===== src/rtl/demux_to_channels_if.sv =====
// demux_to_channels_if
//   Handshake/data bundle between a single-stream producer and the
//   channel demux.
//   master : producer side (drives start/start_ch/num_beats/in_valid/in_data)
//   slave  : demux side    (drives in_ready/data_out/ch_valid/busy/done)
//   Parameters: DW (lane width), Outputs (lane count),
//               Sel_Width (pointer width), Cnt_Width (beat count width).
interface demux_to_channels_if #(
  parameter int DW        = 16,
  parameter int Outputs   = 32,
  parameter int Sel_Width = 5,
  parameter int Cnt_Width = 6
);
  logic                   start;
  logic [Sel_Width-1:0]   start_ch;
  logic [Cnt_Width-1:0]   num_beats;
  logic                   in_valid;
  logic [DW-1:0]          in_data;
  logic                   in_ready;
  logic [DW*Outputs-1:0]  data_out;
  logic [Outputs-1:0]     ch_valid;
  logic                   busy;
  logic                   done;

  modport master (
    output start, start_ch, num_beats, in_valid, in_data,
    input  in_ready, data_out, ch_valid, busy, done
  );

  modport slave (
    input  start, start_ch, num_beats, in_valid, in_data,
    output in_ready, data_out, ch_valid, busy, done
  );
endinterface


===== src/rtl/demux_to_channels.sv =====
// demux_to_channels
//   Distributes one serial DW-bit stream across Outputs parallel lanes.
//   Each accepted beat lands in the lane named by an auto-incrementing
//   pointer; lanes hold until overwritten.
//   Ports:
//     clk  - rising-edge clock
//     rst  - asynchronous active-high reset
//     bus  - demux_to_channels_if.slave (start/start_ch/num_beats,
//            in_valid/in_data/in_ready, data_out, ch_valid, busy, done)
//   Optional build macro: DEMUX_CLEAR_ON_START_EN - a start honoured in
//   IDLE also zeroes every lane on the same edge.

// One lane register: write beats, optional bulk clear.
module demux_lane #(
  parameter int DW = 16
) (
  input  logic          clk,
  input  logic          rst,
  input  logic          i_clr,
  input  logic          i_we,
  input  logic [DW-1:0] i_data,
  output logic [DW-1:0] o_data
);
  logic [DW-1:0] r_data;

  // Clear and write never coincide: clear only on start in IDLE, writes only in RUN.
  always_ff @(posedge clk or posedge rst) begin
    if (rst)        r_data <= '0;
    else if (i_we)  r_data <= i_data;
    else if (i_clr) r_data <= '0;
  end

  assign o_data = r_data;
endmodule

module demux_to_channels #(
  parameter int DW        = 16,
  parameter int Outputs   = 32,
  parameter int Sel_Width = 5,
  parameter int Cnt_Width = 6
) (
  input logic               clk,
  input logic               rst,
  demux_to_channels_if.slave bus
);
  typedef enum logic [1:0] {S_IDLE, S_RUN, S_DONE} state_t;

  state_t                     r_state, w_next;
  logic [Sel_Width-1:0]       r_ptr;
  logic [Cnt_Width-1:0]       r_cnt;
  logic [Outputs-1:0]         r_ch_valid;
  logic [Outputs-1:0]         w_we;
  logic [Outputs-1:0][DW-1:0] w_lanes;
  logic                       w_in_ready, w_busy, w_done;
  logic                       w_start, w_accept, w_clr;
  logic [Sel_Width-1:0]       w_load_ptr;
  logic [Cnt_Width-1:0]       w_load_cnt;

  assign w_start  = bus.start && (r_state == S_IDLE);
  assign w_accept = bus.in_valid && w_in_ready;

  // Out-of-range first lane falls back to lane 0; oversize bursts clamp to one pass.
  assign w_load_ptr = (32'(bus.start_ch) >= Outputs) ? '0 : bus.start_ch;
  assign w_load_cnt = (32'(bus.num_beats) > Outputs) ? Cnt_Width'(Outputs) : bus.num_beats;

`ifdef DEMUX_CLEAR_ON_START_EN
  assign w_clr = w_start;
`else
  assign w_clr = 1'b0;
`endif

  always_ff @(posedge clk or posedge rst) begin
    if (rst) r_state <= S_IDLE;
    else     r_state <= w_next;
  end

  always_comb begin
    w_next     = r_state;
    w_in_ready = 1'b0;
    w_busy     = 1'b0;
    w_done     = 1'b0;
    case (r_state)
      S_IDLE: begin
        if (bus.start) w_next = (w_load_cnt == '0) ? S_DONE : S_RUN;
      end
      S_RUN: begin
        w_in_ready = 1'b1;
        w_busy     = 1'b1;
        if (bus.in_valid && (r_cnt == Cnt_Width'(1))) w_next = S_DONE;
      end
      S_DONE: begin
        w_busy = 1'b1;
        w_done = 1'b1;
        w_next = S_IDLE;
      end
      default: w_next = S_IDLE;
    endcase
  end

  // Pointer and remaining-beat counter.
  always_ff @(posedge clk or posedge rst) begin
    if (rst) begin
      r_ptr <= '0;
      r_cnt <= '0;
    end else if (w_start) begin
      r_ptr <= w_load_ptr;
      r_cnt <= w_load_cnt;
    end else if (w_accept) begin
      // Explicit wrap so Outputs need not be a power of two.
      r_ptr <= (r_ptr == Sel_Width'(Outputs - 1)) ? '0 : r_ptr + Sel_Width'(1);
      r_cnt <= r_cnt - Cnt_Width'(1);
    end
  end

  // Strobe is the registered write-enable vector: zero on any non-accept cycle.
  always_ff @(posedge clk or posedge rst) begin
    if (rst) r_ch_valid <= '0;
    else     r_ch_valid <= w_we;
  end

  for (genvar gi = 0; gi < Outputs; gi++) begin : g_lane
    assign w_we[gi] = w_accept && (r_ptr == Sel_Width'(gi));
    demux_lane #(.DW(DW)) u_lane (
      .clk    (clk),
      .rst    (rst),
      .i_clr  (w_clr),
      .i_we   (w_we[gi]),
      .i_data (bus.in_data),
      .o_data (w_lanes[gi])
    );
  end

  assign bus.data_out = w_lanes;
  assign bus.ch_valid = r_ch_valid;
  assign bus.in_ready = w_in_ready;
  assign bus.busy     = w_busy;
  assign bus.done     = w_done;
endmodule

===== src/flat_wrapper.sv =====
// flat-port wrapper written by rule: the top's interface ports become plain ports
module demux_to_channels_flat 
#(
  parameter int DW        = 16,
  parameter int Outputs   = 32,
  parameter int Sel_Width = 5,
  parameter int Cnt_Width = 6
)
  (clk, rst, bus_start, bus_start_ch, bus_num_beats, bus_in_valid, bus_in_data, bus_in_ready, bus_data_out, bus_ch_valid, bus_busy, bus_done);
  demux_to_channels_if #(.DW(DW), .Outputs(Outputs), .Sel_Width(Sel_Width), .Cnt_Width(Cnt_Width)) bus_i ();
  input logic clk;
  input logic rst;
  input wire logic [$bits(bus_i.start)-1:0] bus_start;
  input wire logic [$bits(bus_i.start_ch)-1:0] bus_start_ch;
  input wire logic [$bits(bus_i.num_beats)-1:0] bus_num_beats;
  input wire logic [$bits(bus_i.in_valid)-1:0] bus_in_valid;
  input wire logic [$bits(bus_i.in_data)-1:0] bus_in_data;
  output wire logic [$bits(bus_i.in_ready)-1:0] bus_in_ready;
  output wire logic [$bits(bus_i.data_out)-1:0] bus_data_out;
  output wire logic [$bits(bus_i.ch_valid)-1:0] bus_ch_valid;
  output wire logic [$bits(bus_i.busy)-1:0] bus_busy;
  output wire logic [$bits(bus_i.done)-1:0] bus_done;
  assign bus_i.start = bus_start;
  assign bus_i.start_ch = bus_start_ch;
  assign bus_i.num_beats = bus_num_beats;
  assign bus_i.in_valid = bus_in_valid;
  assign bus_i.in_data = bus_in_data;
  assign bus_in_ready = bus_i.in_ready;
  assign bus_data_out = bus_i.data_out;
  assign bus_ch_valid = bus_i.ch_valid;
  assign bus_busy = bus_i.busy;
  assign bus_done = bus_i.done;
  demux_to_channels #(.DW(DW), .Outputs(Outputs), .Sel_Width(Sel_Width), .Cnt_Width(Cnt_Width)) u_core (.clk(clk), .rst(rst), .bus(bus_i));
endmodule

===== config.mk =====
export PLATFORM = sky130hd
export DESIGN_NAME = demux_to_channels_flat
export DESIGN_NICKNAME = d
export VERILOG_FILES = /design/src/rtl/demux_to_channels_if.sv /design/src/rtl/demux_to_channels.sv /design/src/flat_wrapper.sv
export SDC_FILE = /design/constraint.sdc
export NUM_CORES = 1
export LEC_CHECK = 0
export ABC_AREA = 1
export ABC_CLOCK_PERIOD_IN_PS = 25700
export CAP_MARGIN = 20
export CORE_AREA = 3 3 222 224
export CTS_BUF_LIST = sky130_fd_sc_hd__clkbuf_8 sky130_fd_sc_hd__clkbuf_16
export DETAILED_ROUTE_END_ITERATION = 6
export DIE_AREA = 0 0 225 227
export PLACE_DENSITY = 0.8
export SLEW_MARGIN = 10
export SYNTH_ARGS = -nofsm -noshare
export SYNTH_HDL_FRONTEND = slang
export SYNTH_SLANG_ARGS = --single-unit
export TNS_END_PERCENT = 10

===== constraint.sdc =====
create_clock -name clk -period 25.7 [get_ports clk]
set_clock_uncertainty 0.15 [all_clocks]
set_input_delay 5.14 -clock clk [delete_from_list [all_inputs] [get_ports clk]]
set_output_delay 5.14 -clock clk [all_outputs]
set_load 0.02 [all_outputs]

---- After elaboration in Yosys (flattened, before gate mapping) ----
Cells that the tools add are included.
word-level totals
  flip-flop bits (word level) ............. 557
  latch bits .............................. 0
  RAM bits ................................ 0
  ROM bits ................................ 0
  input port bits ......................... 31
  output and inout bits ................... 547
  logic and storage cells ................. 129
  memories kept ........................... 0
cells by class
  add/sub/neg operators ................... 2
  multiply operators ...................... 0
  div/mod/pow operators ................... 0
  magnitude comparators ................... 1
  equality and inequality tests ........... 36
  shift-type cells ........................ 0
  mux-type cells .......................... 13
  bitwise logic cells ..................... 0
  reduce and logical (&&, ||, !) cells .... 41
operators by type and width
  cell                                                  number
  equality test 5 bit (second input constant)           16
  equality test 5 x 4 -> 1 bit (second input constant)  8
  logical AND 1 bit                                     35
  equality test 5 x 3 -> 1 bit (second input constant)  4
  2-to-1 mux 6 bit                                      3
  2-to-1 mux 5 bit                                      3
  equality test 5 x 2 -> 1 bit (second input constant)  2
  equality test 6 x 1 -> 1 bit (second input constant)  1
  > comparator 6 bit (second input constant)            1
  zero test 6 bit                                       1
  2-to-1 mux 2 bit                                      3
  subtractor 6 x 1 -> 6 bit (second input constant)     1
  adder 5 x 1 -> 5 bit (second input constant)          1
  equality test 5 x 1 -> 1 bit (second input constant)  1
  zero test 5 bit                                       1
  one-hot mux 2 bit (2 select lines)                    1
  2-to-1 mux 1 bit                                      3
  equality test 2 x 1 -> 1 bit (second input constant)  1
  equality test 2 bit (second input constant)           1
  zero test 2 bit                                       1
  != test 2 x 1 -> 1 bit (second input constant)        1
  != test 2 bit (second input constant)                 1
  AND reduction 2 bit                                   1
  nonzero test 2 bit                                    1
  OR reduction 2 bit                                    1

---- Logic depth before layout (Yosys ltp) ----
  depth after elaboration ................. 6
  depth in mapped cells ................... 10
  gate-level depth less buffers ........... 10

---- Hierarchy ----
From an unflattened synthesis, not the netlist that was laid out.
unflattened totals
  cell total of the unflattened synthesis .. 2430
  area, all modules ....................... 22472.8 µm²
by module, submodules not included
  module             times used  cells each  area each (µm²)  sequential area each (µm²)
  demux_lane         32          69          638.1            400.4
  demux_to_channels  1           222         2053.2           1126.1

---- Worst setup path after synthesis ----
No wires, ideal clock.
  kind .................................... input to register
  start point ............................. in bus_in_valid
  end point ............................... reg u_core.g_lane[10].u_lane.r_data[9]
  library setup time ...................... 0.136 ns
  arrival time ............................ 5.964 ns
  data required time ...................... 25.414 ns
  setup slack ............................. 19.450 ns
  stages on the path ...................... 7
  buffers on the path ..................... 2
  cells stage by stage .................... nand2_4 nor2_4 buf_6 nand4_4 buf_2 nand2_1 o21ai_0
on the way
  longest elaborated chain between the ends .. 2
RTL lines
  item                  line                      source
  from (decl)           flat_wrapper.sv:16        input wire logic [$bits(bus_i.in_valid)-1:0] bus_in_valid;
  logical AND 1 bit     demux_to_channels.sv:60   assign w_accept = bus.in_valid && w_in_ready;
  logical AND 1 bit     demux_to_channels.sv:122  assign w_we[gi] = w_accept && (r_ptr == Sel_Width'(gi));
  to (signal assigned)  demux_to_channels.sv:29   else if (i_we) r_data <= i_data;
  to (decl)             demux_to_channels.sv:24   logic [DW-1:0] r_data;
No other way between the ends.
A chain may end at the register's enable or synchronous reset.

==> results.yml <==
floorplan:
  initial_utilization: 0.425
  core_outline_area_sq_um: 47500
  die_h_um: 227
  rows: 80
  ios: 578
  floorplan.die.width_um: 225
  die-area_sq_um: 51100
worst_setup_path:
  critical_path_required_ns: 26.13
  worst_path_most_repeated_cell: "sky130_fd_sc_hd__buf_4"
  critPathMaxFanout: 113
  max_stage_delay_ns: 0.85
  r2r.worst_path.cells: 9
  timing.rr.end: "u_core.g_lane[31].u_lane.o_data[14]"
  worst-r2r-setup-slack_ns: 22.62
  critical-path-slowest-cell: "sky130_fd_sc_hd__buf_4"
  setup.worst_path.end_class: "asynchronous set/reset pin"
  timing.critical_path.arrival_ns: 8.75
  crit_type: "in2async"
  crit_path_cell_trace: "clkdlybuf4s50_1 > inv_8 > buf_4 > buf_4 > buf_4"
  reg2reg_from: "u_core.r_ptr[0]"
  critPathLaunchType: "input port"
global_routing:
  overflow: 0
  grt_pass1_wl_um: 97200
  grt_antenna_before_repair: 0
  total_routing_resource_utilization_after_global_routing: 0.250
  grt_pass1_vias: 16100
  grt_start_max_net_pins: 114
detailed_routing:
  num_vias: 16400
  routed_wl_um: 66300
  avgViaCountPerCell: 5.26
  drc: 0
  number_of_nets_with_antenna_violations_after_routing: 0
  avgRoutedWirePerCell_um: 21.3
  drt_first_pass_iters: 6
  first_iter_violations: 1658
power_and_ir_drop:
  seq_power_share: 0.383
  power.combinational.fraction: 0.388
  clockPowerShare: 0.229
  power.static_leakage_nw: 12.9
  power_switching_share: 0.364
  power.internal_w: 0.00224
  p_switching_w: 0.00128
  peak_supply_drop_v: 0.0000784
  pwr_density_cell_nw_per_um2: 125
cts:
  htree_levels: 2
  cts_tree: "done"
  cts_num_sinks: 557
  post-cts-setup-buffers: 0
  cts_max_path_bufs: 3
  numCtsBuffers: 55
  postCtsHoldBufs: 0
  clock_latency_ns: 0.60
  postCtsResizedCells: 0
  root_buffer: "sky130_fd_sc_hd__clkbuf_16"
  clkTransAtPathRegs_ns: 0.06
synthesis:
  synthesis.area_per_instance_sq_um: 10.4
  muxShareOfSynthArea: 0
  synth_top_cell_area_share: 0.689
  synth_top_cell_by_area: "sky130_fd_sc_hd__dfrtp_1"
  share_of_synthesized_cell_area_in_full_adder_half_adder_and_majority_cells: 0.00680
  synth_xor_xnor_area_share: 0.000866
  synth_cell_type_count: 32
  yosys_warn_count: 0
  combinational_family_with_the_most_area_after_synthesis: "compound AO/OA/AOI/OAI gates"
  synth_compound_gate_area_share: 0.132
  synthesis.area_sq_um: 20200
  yosys_register_bits: 557
  seq_area_frac_synth: 0.689
  synth.net_count: 1985
  netlist_top_cells_area: "sky130_fd_sc_hd__dfrtp_1, sky130_fd_sc_hd__o21ai_0, sky130_fd_sc_hd__nand2_1"
  synthCells: 1943
  synthesized_area_fraction_occupied_by_and_or_nand_nor_cells: 0.125
hold_path:
  min-delay-start: "u_core.g_lane[19].u_lane.o_data[10]"
  timing.hold.worst_path_depth: 2
  min-delay-path-class: "reg2reg"
  hold_end: "u_core.g_lane[19].u_lane.o_data[10]"
place:
  port-buffer-count: 577
  dp_worst_setup_slack_ns: 16.62
  post-dp-hpwl_um: 42400
  globalplace.congestion: 0.837
  postPlaceCellArea_sq_um: 26300
sta:
  worst-slew-pin-transition_ns: 1.05
  timing.final.hold_violations: 0
  final_number_of_setup_violating_endpoints: 0
  rsz0062_at_grt: "false"
  final_max_slew_viol_count: 0
  setup-tns-final_ns: 0
  post-route-worst-setup-slack_ns: 17.37
  post-route-period-util: 0.324
  slew_headroom: 0.302
  clock.fmax_ghz: 0.120
  layout_min_cycle_time_ns: 8.33
  finalHoldWorstSlack_ns: 0.333
layout:
  final_area_sq_um: 28200
  total_nets_final: 2501
  drive_gt1_frac: 0.0596
  flow.area_growth_from_synthesis_pct: 39.7
flow_run:
  drv_cap: 0
outcome:
  status: "complete, no violations"
[critical path, delay by kind of cell]
family / cells / cell delay, ns
buffers and inverters: 5 / 3.50
[cell type report]
type / instances / area (sq um)
antenna: 1 / 2.50
fill: 3776 / 19300
clock buffer: 73 / 1650
inverter: 70 / 273
sequential: 557 / 13900
timing repair buffer: 608 / 6060
tap: 615 / 769
multi-input combinational: 1167 / 5370
clock inverter: 26 / 194
[routing by layer]
layer,global-route usage,vias up,routed length (um)
li1,-,7352,-
met1,0.310,8058,25100
met2,0.426,806,32400
met3,0.0602,168,5780
met4,0.104,0,2970
met5,0,-,0
[flip-flops by register name, indices dropped and copies added, names as in the netlist]
name	count
u_core.r_state	2
u_core.r_cnt	6
u_core.r_ptr	5
u_core.g_lane.u_lane.o_data	512
u_core.bus.ch_valid	32
[worst max path at each step]
stage               slack, ns                             endpoint  startpoint
detailed placement      16.62  u_core.g_lane[25].u_lane.o_data[15]         rst
global placement        16.71              u_core.bus.ch_valid[24]         rst
finish                  17.37   u_core.g_lane[24].u_lane.o_data[2]         rst
global route            16.84              u_core.bus.ch_valid[24]         rst
CTS                     17.22   u_core.g_lane[25].u_lane.o_data[1]         rst
floorplan                4.83               u_core.bus.ch_valid[0]         rst
[per-stage QoR]
step / total power [W] / cells / utilization
after floorplan: 0.00198 / 1943 / -
after global placement: 0.00267 / 3012 / 0.553
after detailed placement: 0.00272 / 3013 / 0.554
after CTS: 0.00354 / 3112 / 0.592
after global routing: 0.00369 / 3116 / 0.594
final: 0.00352 / 3117 / 0.594
[synthesized netlist by cell type (all sizes together)]
cell type	instances
a21o	1
o22ai	1
xnor2	1
o211ai	3
nand2	435
clkbuf	92
a211oi	1
nand4	9
inv	70
ha	11
nand3	21
xor2	1
o221ai	1
nor2	158
buf	57
a21oi	131
nor3	2
dfrtp	557
o21bai	1
o21ai	390
[placed cells by master, fill, tap and decap left out, types with 2 or more instances in the layout]
master	n
sky130_fd_sc_hd__clkbuf_8	16
sky130_fd_sc_hd__buf_8	4
sky130_fd_sc_hd__o211ai_1	3
sky130_fd_sc_hd__clkinv_2	9
sky130_fd_sc_hd__clkdlybuf4s50_1	577
sky130_fd_sc_hd__nor2_1	148
sky130_fd_sc_hd__dfrtp_1	557
sky130_fd_sc_hd__nand4_1	6
sky130_fd_sc_hd__inv_1	64
sky130_fd_sc_hd__nor2_2	2
sky130_fd_sc_hd__o21ai_0	388
sky130_fd_sc_hd__nand2_2	8
sky130_fd_sc_hd__a21oi_1	131
sky130_fd_sc_hd__inv_8	3
sky130_fd_sc_hd__nor3_1	2
sky130_fd_sc_hd__nand2_1	426
sky130_fd_sc_hd__inv_2	4
sky130_fd_sc_hd__clkbuf_16	57
sky130_fd_sc_hd__clkinvlp_4	2
sky130_fd_sc_hd__clkinv_1	9
sky130_fd_sc_hd__nand4_4	3
sky130_fd_sc_hd__ha_1	11
sky130_fd_sc_hd__nand3_1	21
sky130_fd_sc_hd__bufinv_16	2
sky130_fd_sc_hd__buf_4	26
sky130_fd_sc_hd__nor2_4	7
sky130_fd_sc_hd__o21ai_1	2
[power groups by stage]
| stage | logic (W) | registers, W | clock network (W) |
|---|---|---|---|
| detailed placement | 0.00137 | 0.00135 | 0 |
| finish | 0.00137 | 0.00135 | 0.000805 |
| CTS | 0.00138 | 0.00135 | 0.000817 |
| floorplan | 0.000310 | 0.00167 | 0 |
| global placement | 0.00134 | 0.00134 | 0 |
| global route | 0.00145 | 0.00138 | 0.000852 |
[cell families (layout without fill, tap and decap cells)]
| group | count (synthesis) | in the layout |
|---|---|---|
| AND/OR/NAND/NOR | 625 | 625 |
| flip-flops | 557 | 557 |
| AO/OA/AOI/OAI | 529 | 529 |
| buffers and inverters | 219 | 777 |
| adder cells (fa/ha/maj) | 11 | 11 |
| XOR/XNOR | 2 | 2 |
| other | 0 | 1 |
(Power assumes the default switching activity.)
